File: src/rtl/counter_ctrl_if.sv
// Start/stop request and downstream-counter handshake bundle for counter_ctrl.
// Carries pause_i only when COUNTER_CTRL_PAUSE_EN is defined.
interface counter_ctrl_if #(
  parameter int REPEATS = 1
);
  localparam int RC_W = $clog2(REPEATS + 1);

  logic            start_i;
  logic            stop_i;
  logic            cnt_finished_i;
  logic            cnt_reset_o;
  logic            cnt_enable_o;
  logic            busy_o;
  logic            done_o;
  logic [RC_W-1:0] run_count_o;

`ifdef COUNTER_CTRL_PAUSE_EN
  logic            pause_i;

  modport slave (
    input  start_i, stop_i, pause_i, cnt_finished_i,
    output cnt_reset_o, cnt_enable_o, busy_o, done_o, run_count_o
  );

  modport master (
    output start_i, stop_i, pause_i, cnt_finished_i,
    input  cnt_reset_o, cnt_enable_o, busy_o, done_o, run_count_o
  );
`else
  modport slave (
    input  start_i, stop_i, cnt_finished_i,
    output cnt_reset_o, cnt_enable_o, busy_o, done_o, run_count_o
  );

  modport master (
    output start_i, stop_i, cnt_finished_i,
    input  cnt_reset_o, cnt_enable_o, busy_o, done_o, run_count_o
  );
`endif
endinterface

File: src/rtl/counter_ctrl.sv
// Sequencer for the counter block: clears it, drives a prescaled enable and repeats REPEATS runs.
// Optional pause input is compiled in with COUNTER_CTRL_PAUSE_EN.
module counter_ctrl #(
  parameter int PRESCALE = 1,
  parameter int REPEATS  = 1
) (
  input  logic           clock_i,
  input  logic           reset_i,
  counter_ctrl_if.slave  bus
);

  localparam int PS_W = (PRESCALE > 1) ? $clog2(PRESCALE) : 1;
  localparam int RI_W = (REPEATS > 1) ? $clog2(REPEATS) : 1;
  localparam int RC_W = $clog2(REPEATS + 1);

  typedef enum logic [1:0] {
    IDLE  = 2'd0,
    CLEAR = 2'd1,
    RUN   = 2'd2,
    DONE  = 2'd3
  } state_t;

  state_t          state_reg;
  logic [PS_W-1:0] presc_reg;
  logic [RI_W-1:0] run_idx_reg;
  logic [RC_W-1:0] run_count_reg;

  logic paused;
  logic presc_last;
  logic last_run;

`ifdef COUNTER_CTRL_PAUSE_EN
  assign paused = bus.pause_i;
`else
  assign paused = 1'b0;
`endif

  assign presc_last = (presc_reg == PS_W'(PRESCALE - 1));
  assign last_run   = (run_idx_reg == RI_W'(REPEATS - 1));

  always_ff @(posedge clock_i or posedge reset_i) begin
    if (reset_i) begin
      state_reg     <= IDLE;
      presc_reg     <= '0;
      run_idx_reg   <= '0;
      run_count_reg <= '0;
    end else if (bus.stop_i && (state_reg != IDLE)) begin
      // Abort wins over everything; completed-run count is preserved.
      state_reg <= IDLE;
    end else begin
      case (state_reg)
        IDLE: begin
          if (bus.start_i && !bus.stop_i) begin
            state_reg     <= CLEAR;
            run_idx_reg   <= '0;
            run_count_reg <= '0;
          end
        end
        CLEAR: begin
          presc_reg <= '0;
          state_reg <= RUN;
        end
        RUN: begin
          if (bus.cnt_finished_i) begin
            run_count_reg <= run_count_reg + 1'b1;
            if (last_run) begin
              state_reg <= DONE;
            end else begin
              run_idx_reg <= run_idx_reg + 1'b1;
              state_reg   <= CLEAR;
            end
          end else if (!paused) begin
            presc_reg <= presc_last ? '0 : (presc_reg + 1'b1);
          end
        end
        DONE: begin
          state_reg <= IDLE;
        end
        default: begin
          state_reg <= IDLE;
        end
      endcase
    end
  end

  // Reset term keeps the downstream counter's synchronous clear asserted during reset.
  assign bus.cnt_reset_o  = reset_i | (state_reg == CLEAR);
  assign bus.cnt_enable_o = (state_reg == RUN) && presc_last && !bus.cnt_finished_i && !paused;
  assign bus.busy_o       = (state_reg != IDLE);
  assign bus.done_o       = (state_reg == DONE);
  assign bus.run_count_o  = run_count_reg;

endmodule

File: src/flat_wrapper.sv
// flat-port wrapper written by rule: the top's interface ports become plain ports
module counter_ctrl_flat 
#(
  parameter int PRESCALE = 1,
  parameter int REPEATS  = 1
)
  (clock_i, reset_i, bus_start_i, bus_stop_i, bus_cnt_finished_i, bus_cnt_reset_o, bus_cnt_enable_o, bus_busy_o, bus_done_o, bus_run_count_o);
  counter_ctrl_if #(.REPEATS(REPEATS)) bus_i ();
  input  logic clock_i;
  input  logic reset_i;
  input wire logic [$bits(bus_i.start_i)-1:0] bus_start_i;
  input wire logic [$bits(bus_i.stop_i)-1:0] bus_stop_i;
  input wire logic [$bits(bus_i.cnt_finished_i)-1:0] bus_cnt_finished_i;
  output wire logic [$bits(bus_i.cnt_reset_o)-1:0] bus_cnt_reset_o;
  output wire logic [$bits(bus_i.cnt_enable_o)-1:0] bus_cnt_enable_o;
  output wire logic [$bits(bus_i.busy_o)-1:0] bus_busy_o;
  output wire logic [$bits(bus_i.done_o)-1:0] bus_done_o;
  output wire logic [$bits(bus_i.run_count_o)-1:0] bus_run_count_o;
  assign bus_i.start_i = bus_start_i;
  assign bus_i.stop_i = bus_stop_i;
  assign bus_i.cnt_finished_i = bus_cnt_finished_i;
  assign bus_cnt_reset_o = bus_i.cnt_reset_o;
  assign bus_cnt_enable_o = bus_i.cnt_enable_o;
  assign bus_busy_o = bus_i.busy_o;
  assign bus_done_o = bus_i.done_o;
  assign bus_run_count_o = bus_i.run_count_o;
  counter_ctrl #(.PRESCALE(PRESCALE), .REPEATS(REPEATS)) u_core (.clock_i(clock_i), .reset_i(reset_i), .bus(bus_i));
endmodule
File: config.mk
export PLATFORM = sky130hd
export DESIGN_NAME = counter_ctrl_flat
export DESIGN_NICKNAME = d
export VERILOG_FILES = /design/src/rtl/counter_ctrl_if.sv /design/src/rtl/counter_ctrl.sv /design/src/flat_wrapper.sv
export SDC_FILE = /design/constraint.sdc
export NUM_CORES = 1
export LEC_CHECK = 0
export CORE_AREA = 2 2 39 41
export DETAILED_ROUTE_END_ITERATION = 12
export DIE_AREA = 0 0 41 43
export DONT_BUFFER_PORTS = 1
export MAX_ROUTING_LAYER = met4
export SKIP_CTS_REPAIR_TIMING = 1
export SKIP_LAST_GASP = 1
export SLEW_MARGIN = 20
export SYNTH_ARGS = -nofsm -noshare
export SYNTH_HDL_FRONTEND = slang
export SYNTH_SLANG_ARGS = --single-unit
File: constraint.sdc
create_clock -name clock_i -period 3.6 [get_ports clock_i]
set_input_delay 1.08 -clock clock_i [delete_from_list [all_inputs] [get_ports clock_i]]
set_output_delay 1.08 -clock clock_i [all_outputs]
set_load 0.02 [all_outputs]
==> summary.txt, run 1 <==
DRT Pass-1 Iters -> 4
first-pass GRT wire length -> 814 microns
IO Count -> 10
setup TNS -> 0 ns
wire per inst -> 11.3 microns
most frequent cells in the layout -> inv_1 (5), nand2_1 (4), nand2b_1 (4), ha_1 (4)
CP bufs+invs -> 1
Final Util -> 21.4%
clock root cell -> clkbuf_4
crit-path max FO -> 4
final setup vio count -> 0
post-synth top area share -> 30.0%
Worst Path Required -> 2.52 ns
fin. max-slew vios -> 0
status -> finished clean
Vias/cell -> 4.10
crit path cell chain -> nand2b_1 -> inv_1
Iteration-0 DRC Markers -> 7
worst hold margin -> 0.600 ns
TritonCTS buffer count -> 3
Post-Route Skew -> 0.00396 ns
via count -> 201
Setup CP Type -> input port to output pin
Peak Freq -> 397 MHz
fraction of layout cells with a size suffix above 1 -> 15.2%
vias in the first global route -> 212
Die Width -> 41 microns
Worst path top cell family by delay -> buffers and inverters
Syn Nets -> 38
fin nets -> 43
row count -> 14
sequential area share after synthesis -> 30.0%
n_diodes -> 0
count of placed standard cells including taps -> 45
max reg flops -> 2
data arrival time of the critical path -> 1.44 ns
Synth cell types -> 14
Sw Pwr -> 0.113 mW
Pleak -> 0.148 nW
yosys warns -> 0
# DRC -> 0
Slew @ Worst Pin -> 0.293 ns
placer congestion estimate -> 0.676
Synth area leaders -> dfrtp_1 (30%), ha_1 (20%), nand2b_1 (10%), inv_1 (7.5%), nand2_1 (6.0%)
synthesized area -> 250 sq um
Max-slew headroom -> 80.4%
Clock Sinks -> 3
Port Buf Inserts -> 0
Clk network pwr share -> 24.6%
Syn-to-layout area delta -> 18.5%
RSZ-0062 raised after global routing -> no
Non-Filler Instances -> 49
Mean Syn Cell Area -> 8.63 sq um
crit end category -> output pin
Synth Instances -> 29
Synth area leader -> dfrtp_1
Reg clk slew, reported paths -> 0.04 ns
largest net degree at the start of global routing -> 7
CP Launch Type -> input port
Tot GR Track Use -> 7.47%
area of the core -> 1380 sq um
slowest stage cell, crit path -> inv_1
cell area power density -> 814 nW/um^2
Sw Ratio -> 46.7%
max cap viols -> 0
antenna violations before repair -> 0
Final period util -> 70.0%
WL final -> 554 microns
Max VDD drop -> 92.0 uV
starting density of the core -> 18.1%
CTS Buffer Depth -> 2
die area -> 1760 sq um
Placement Cell Area -> 270 sq um
CP max stage delay -> 0.19 ns
total global routing overflow -> 0
post-route ant nets -> 0
P_int -> 0.129 mW
commonest non-fill, non-tap cell in the layout -> inv_1
Clk Latency, worst-skew pair -> 0.23 ns
Die Ht -> 43 microns
synthesized flop and latch total -> 3
CTS tree -> done
Logic pwr share -> 45.2%
H-tree levels -> 1
DP Wirelength -> 456 microns
Flop pwr share -> 30.3%
post-layout min period -> 2.52 ns
Hold Fails Final Rpt -> 0
final instance area -> 297 sq um
HP Class -> input port to async pin
[path summary, 6_finish.rpt]
kind,startpoint,endpoint,slack (ns),cells past startpoint
max,bus_cnt_finished_i,bus_cnt_enable_o,1.08,2
min,reset_i,u_core.bus.run_count_o,0.60,1
max reg2reg,u_core.state_reg[0],u_core.bus.run_count_o,2.19,5
min reg2reg,u_core.state_reg[0],u_core.state_reg[0],0.63,2
max in group asynchronous,reset_i,u_core.state_reg[0],2.87,1
min in group clock_i,u_core.state_reg[0],u_core.state_reg[0],0.63,2
[per-layer routing]
metal,global-route usage (%),wire length [microns],up-vias
met2,10.9,282,10
li1,-,-,104
met1,6.01,221,87
met5,-,0,-
met4,10.0,0,0
met3,2.09,51,0
[through the flow]
step | power [mW] | setup slack [ns]
global route | 0.262 | 1.05
finish | 0.241 | 1.08
detailed placement | 0.185 | 1.08
floorplan | 0.160 | 1.11
global placement | 0.183 | 1.09
CTS | 0.249 | 1.08
[logic make-up (layout without fill, tap and decap cells)]
logic type	count (synthesis)	count (layout)	share of synthesized area [%]
flip-flops	3	3	30.0
AO/OA/AOI/OAI	6	6	19.5
adder cells (fa/ha/maj)	4	4	20.0
buffers and inverters	5	9	7.50
AND/OR/NAND/NOR	11	11	23.0
[final cells by class]
class	count	area, sq um
clock buffer	4	26.3
fill	158	1090
inverter	5	18.8
multi-input combinational	21	156
sequential	3	75.1
tap	16	20.0
[cells in the mapped netlist]
cell       count
inv_1          5
ha_1           4
nand2_1        4
nand2b_1       4
dfrtp_1        3
a211oi_1       1
a21oi_1        1
a2bb2oi_1      1
and2b_1        1
nor2_1         1
o22ai_1        1
o311ai_1       1
o31ai_2        1
or2_2          1
[power groups by stage]
stage	clock, mW	combinational [mW]	sequential [mW]
4_1_cts	0.0637	0.111	0.0745
5_1_grt	0.0629	0.122	0.0778
3_3_place_gp	0	0.109	0.0737
6_report	0.0593	0.109	0.0731
2_1_floorplan	0	0.0920	0.0683
3_5_place_dp	0	0.110	0.0747
(Power assumes the default switching activity.)
==> inputs of run 2 (changes only) <==
==> constraint.sdc (replaced) <==
create_clock -name clock_i -period 2.4 [get_ports clock_i]
set_input_delay 0.72 -clock clock_i [delete_from_list [all_inputs] [get_ports clock_i]]
set_output_delay 0.72 -clock clock_i [all_outputs]
set_load 0.02 [all_outputs]
==> summary.txt, run 2 (same netlist as run 1, synthesis figures left out) <==
status -> finished clean
most frequent cells in the layout -> inv_1 (5), nand2_1 (4), nand2b_1 (4), ha_1 (4)
final setup vio count -> 0
area of the core -> 1380 sq um
Pleak -> 0.148 nW
Sw Pwr -> 0.169 mW
via count -> 200
Clock Sinks -> 3
CTS Buffer Depth -> 2
worst hold margin -> 0.239 ns
Die Width -> 41 microns
Max-slew headroom -> 80.3%
worst r2r path cells -> 5
H-tree levels -> 1
largest net degree at the start of global routing -> 7
Vias/cell -> 4.08
Post-Route Skew -> 0.00416 ns
Tot GR Track Use -> 7.68%
post-route ant nets -> 0
max reg flops -> 2
cell area power density -> 1220 nW/um^2
TritonCTS buffer count -> 3
post-layout min period -> 1.99 ns
die area -> 1760 sq um
DRT Pass-1 Iters -> 4
Final Util -> 21.4%
wire per inst -> 11.3 microns
row count -> 14
final instance area -> 297 sq um
R2R setup slack -> 0.97 ns
placer congestion estimate -> 0.676
Worst Path Required -> 1.68 ns
Iteration-0 DRC Markers -> 4
CP Launch Type -> flip-flop
starting density of the core -> 18.1%
first-pass GRT wire length -> 834 microns
fin. max-slew vios -> 0
# DRC -> 0
Logic pwr share -> 45.0%
Clk Latency, worst-skew pair -> 0.23 ns
Final period util -> 82.9%
n_diodes -> 0
Final WS setup -> 0.411 ns
Peak Freq -> 503 MHz
Non-Filler Instances -> 49
vias in the first global route -> 210
Port Buf Inserts -> 0
crit end category -> output pin
Hold Fails Final Rpt -> 0
IO Count -> 10
Worst R2R End -> u_core.bus.run_count_o
Final Power -> 0.362 mW
fin nets -> 43
max cap viols -> 0
Placement Cell Area -> 270 sq um
CTS tree -> done
WL final -> 553 microns
total global routing overflow -> 0
Reg clk slew, reported paths -> 0.04 ns
Setup WS pre-CTS -> 0.605 ns
commonest non-fill, non-tap cell in the layout -> inv_1
fraction of layout cells with a size suffix above 1 -> 15.2%
clock root cell -> clkbuf_4
setup TNS -> 0 ns
Setup CP Type -> flip-flop to output pin
data arrival time of the critical path -> 1.27 ns
HP Class -> input port to async pin
DP Wirelength -> 455 microns
crit-path max FO -> 5
P_int -> 0.193 mW
count of placed standard cells including taps -> 45
Die Ht -> 43 microns
worst reg2reg path startpoint -> u_core.state_reg[0]
Syn-to-layout area delta -> 18.5%
Max VDD drop -> 140 uV
Slew @ Worst Pin -> 0.296 ns
Sw Ratio -> 46.6%
Flop pwr share -> 30.4%
RSZ-0062 raised after global routing -> no
Clk network pwr share -> 24.6%
antenna violations before repair -> 0
[run 2: cell counts in the layout (fill, tap and decap cells not counted)]
Identical to the previous run, type by type.
[run 2: how the worst max path moves through the flow]
stage,startpoint,end,depth (start not counted)
floorplan,bus_cnt_finished_i,bus_cnt_enable_o,2
CTS,u_core.state_reg[0],bus_cnt_enable_o,4
global route,u_core.state_reg[0],bus_cnt_enable_o,4
detailed placement,bus_cnt_finished_i,bus_cnt_enable_o,2
finish,u_core.state_reg[0],bus_cnt_enable_o,4
global placement,bus_cnt_finished_i,bus_cnt_enable_o,2
[run 2: cell type report]
| cell class | instances | area [sq um] |
|---|---|---|
| well taps | 16 | 20.0 |
| multi-input cells | 21 | 156 |
| inverters | 5 | 18.8 |
| clock buffers | 4 | 26.3 |
| flip-flops and latches | 3 | 75.1 |
| fillers | 157 | 1090 |
[run 2: per-layer routing]
layer	up-vias	global-route usage, %	share of wire (%)
met5	-	-	0
met4	0	10.0	0
met3	0	2.09	9.2
met2	10	10.9	52
met1	88	6.65	38
li1	102	-	-
[run 2: critical path, cell delays in order (launching register included)]
cell and delay, ns:
dfrtp_1 0.43, inv_1 0.10, ha_1 0.20, nand2b_1 0.11
inv_1 0.19
[run 2: power by group through the flow]
| stage | sequential (mW) | combinational (mW) | clock [mW] |
|---|---|---|---|
| 2_1_floorplan | 0.102 | 0.138 | 0 |
| 3_3_place_gp | 0.111 | 0.164 | 0 |
| 3_5_place_dp | 0.112 | 0.165 | 0 |
| 4_1_cts | 0.112 | 0.166 | 0.0956 |
| 5_1_grt | 0.117 | 0.183 | 0.0944 |
| 6_report | 0.110 | 0.163 | 0.0891 |
==> inputs of run 3 (changes only) <==
==> constraint.sdc (replaced) <==
create_clock -name clock_i -period 1.6 [get_ports clock_i]
set_input_delay 0.48 -clock clock_i [delete_from_list [all_inputs] [get_ports clock_i]]
set_output_delay 0.48 -clock clock_i [all_outputs]
set_load 0.02 [all_outputs]
==> summary.txt, run 3 (same netlist as run 1, synthesis figures left out) <==
status -> finished with violations
failing checks -> negative setup slack
Clk Latency, worst-skew pair -> 0.24 ns
total global routing overflow -> 0
RSZ-0062 raised after global routing -> yes
H-tree levels -> 1
HP Class -> input port to async pin
row count -> 14
most frequent cells in the layout -> nand2_1 (4), nand2b_1 (4)
Clk network pwr share -> 22.8%
crit-path max FO -> 4
post-route ant nets -> 0
placer congestion estimate -> 0.652
Clock Sinks -> 3
P_int -> 0.329 mW
Port Buf Inserts -> 0
Max-slew headroom -> 79.9%
# DRC -> 0
Syn-to-layout area delta -> 30.5%
Die Width -> 41 microns
via count -> 233
Placement Cell Area -> 278 sq um
CTS tree -> done
CTS Buffer Depth -> 2
fraction of layout cells with a size suffix above 1 -> 36.1%
Reg clk slew, reported paths -> 0.04 ns
final instance area -> 327 sq um
Tot GR Track Use -> 8.00%
Final WS setup -> -0.0148 ns
wire per inst -> 10.8 microns
Setup CP Type -> flip-flop to output pin
Slew @ Worst Pin -> 0.302 ns
Flop pwr share -> 27.2%
WL final -> 560 microns
Final period util -> 101%
Peak Freq -> 619 MHz
fin. max-slew vios -> 0
DRT Pass-1 Iters -> 3
antenna violations before repair -> 0
cell area power density -> 1820 nW/um^2
TritonCTS buffer count -> 3
final setup vio count -> 1
IO Count -> 10
Die Ht -> 43 microns
Pleak -> 0.157 nW
DP Wirelength -> 457 microns
n_diodes -> 0
first-pass GRT wire length -> 883 microns
post-layout min period -> 1.61 ns
Sw Ratio -> 44.6%
crit end category -> output pin
FILL cells -> 158
Iteration-0 DRC Markers -> 3
clock root cell -> clkbuf_4
max reg flops -> 2
data arrival time of the critical path -> 1.13 ns
Max VDD drop -> 286 uV
die area -> 1760 sq um
starting density of the core -> 18.1%
area of the core -> 1380 sq um
largest net degree at the start of global routing -> 7
CP Launch Type -> flip-flop
max cap viols -> 0
Worst Path Required -> 1.12 ns
Sw Pwr -> 0.265 mW
fin nets -> 46
Logic pwr share -> 50.0%
Post-Route Skew -> 0.00332 ns
setup TNS -> -0.0148 ns
Vias/cell -> 4.48
vias in the first global route -> 232
Hold Fails Final Rpt -> 0
-- run 3: final timing paths --
| path | startpoint | endpoint | slack (ns) | cells past startpoint |
|---|---|---|---|---|
| max in group asynchronous | reset_i | u_core.bus.run_count_o | 1.46 | 1 |
| worst min register to register | u_core.state_reg[1] | u_core.state_reg[1] | 0.62 | 2 |
| worst max-delay path | u_core.state_reg[0] | bus_cnt_enable_o | -0.01 | 4 |
| worst min-delay path | reset_i | u_core.state_reg[0] | 0.0009 | 1 |
| min in group clock_i | bus_stop_i | u_core.state_reg[0] | 0.33 | 1 |
| worst max register to register | u_core.state_reg[0] | u_core.bus.run_count_o | 0.30 | 5 |
-- run 3: final cells by class --
cell class / count / area [sq um] / share of cell area, %
Tap cell: 16 / 20.0 / 6.13
Clock buffer: 4 / 26.3 / 8.05
Sequential cell: 3 / 75.1 / 23.0
Timing Repair Buffer: 3 / 22.5 / 6.90
Inverter: 5 / 18.8 / 5.75
Multi-Input combinational cell: 21 / 164 / 50.2
-- run 3: power groups by stage --
stage	registers (mW)	clock network, mW	logic (mW)
2_1_floorplan	0.154	0	0.207
3_3_place_gp	0.160	0	0.250
3_5_place_dp	0.164	0	0.251
4_1_cts	0.163	0.137	0.252
5_1_grt	0.170	0.142	0.330
6_report	0.162	0.135	0.297
-- run 3: worst max-delay path, cell delays in order (launching register included) --
cell	delay, ns
dfrtp_1	0.41
inv_2	0.08
ha_2	0.20
nand2b_1	0.08
inv_2	0.12
-- run 3: stage by stage --
step | instances | setup slack, ns | power (mW) | util, % | hold WS [ns]
global placement | 46 | 0.159 | 0.409 | 20.1 | 0.247
CTS | 50 | -0.114 | 0.552 | 22.0 | 0.00362
finish | 52 | -0.0148 | 0.594 | 23.6 | 0.000925
global route | 52 | -0.0503 | 0.642 | 23.6 | 0.00980
detailed placement | 46 | 0.145 | 0.414 | 20.1 | 0.253
floorplan | 29 | 0.191 | 0.361 | - | 0.234
-- run 3: layer usage --
metal | global-route usage, % | routed length (microns) | vias up
li1 | - | - | 110
met1 | 5.41 | 187 | 109
met2 | 11.9 | 283 | 11
met3 | 5.76 | 71 | 3
met4 | 8.00 | 18 | 0
met5 | - | 0 | -
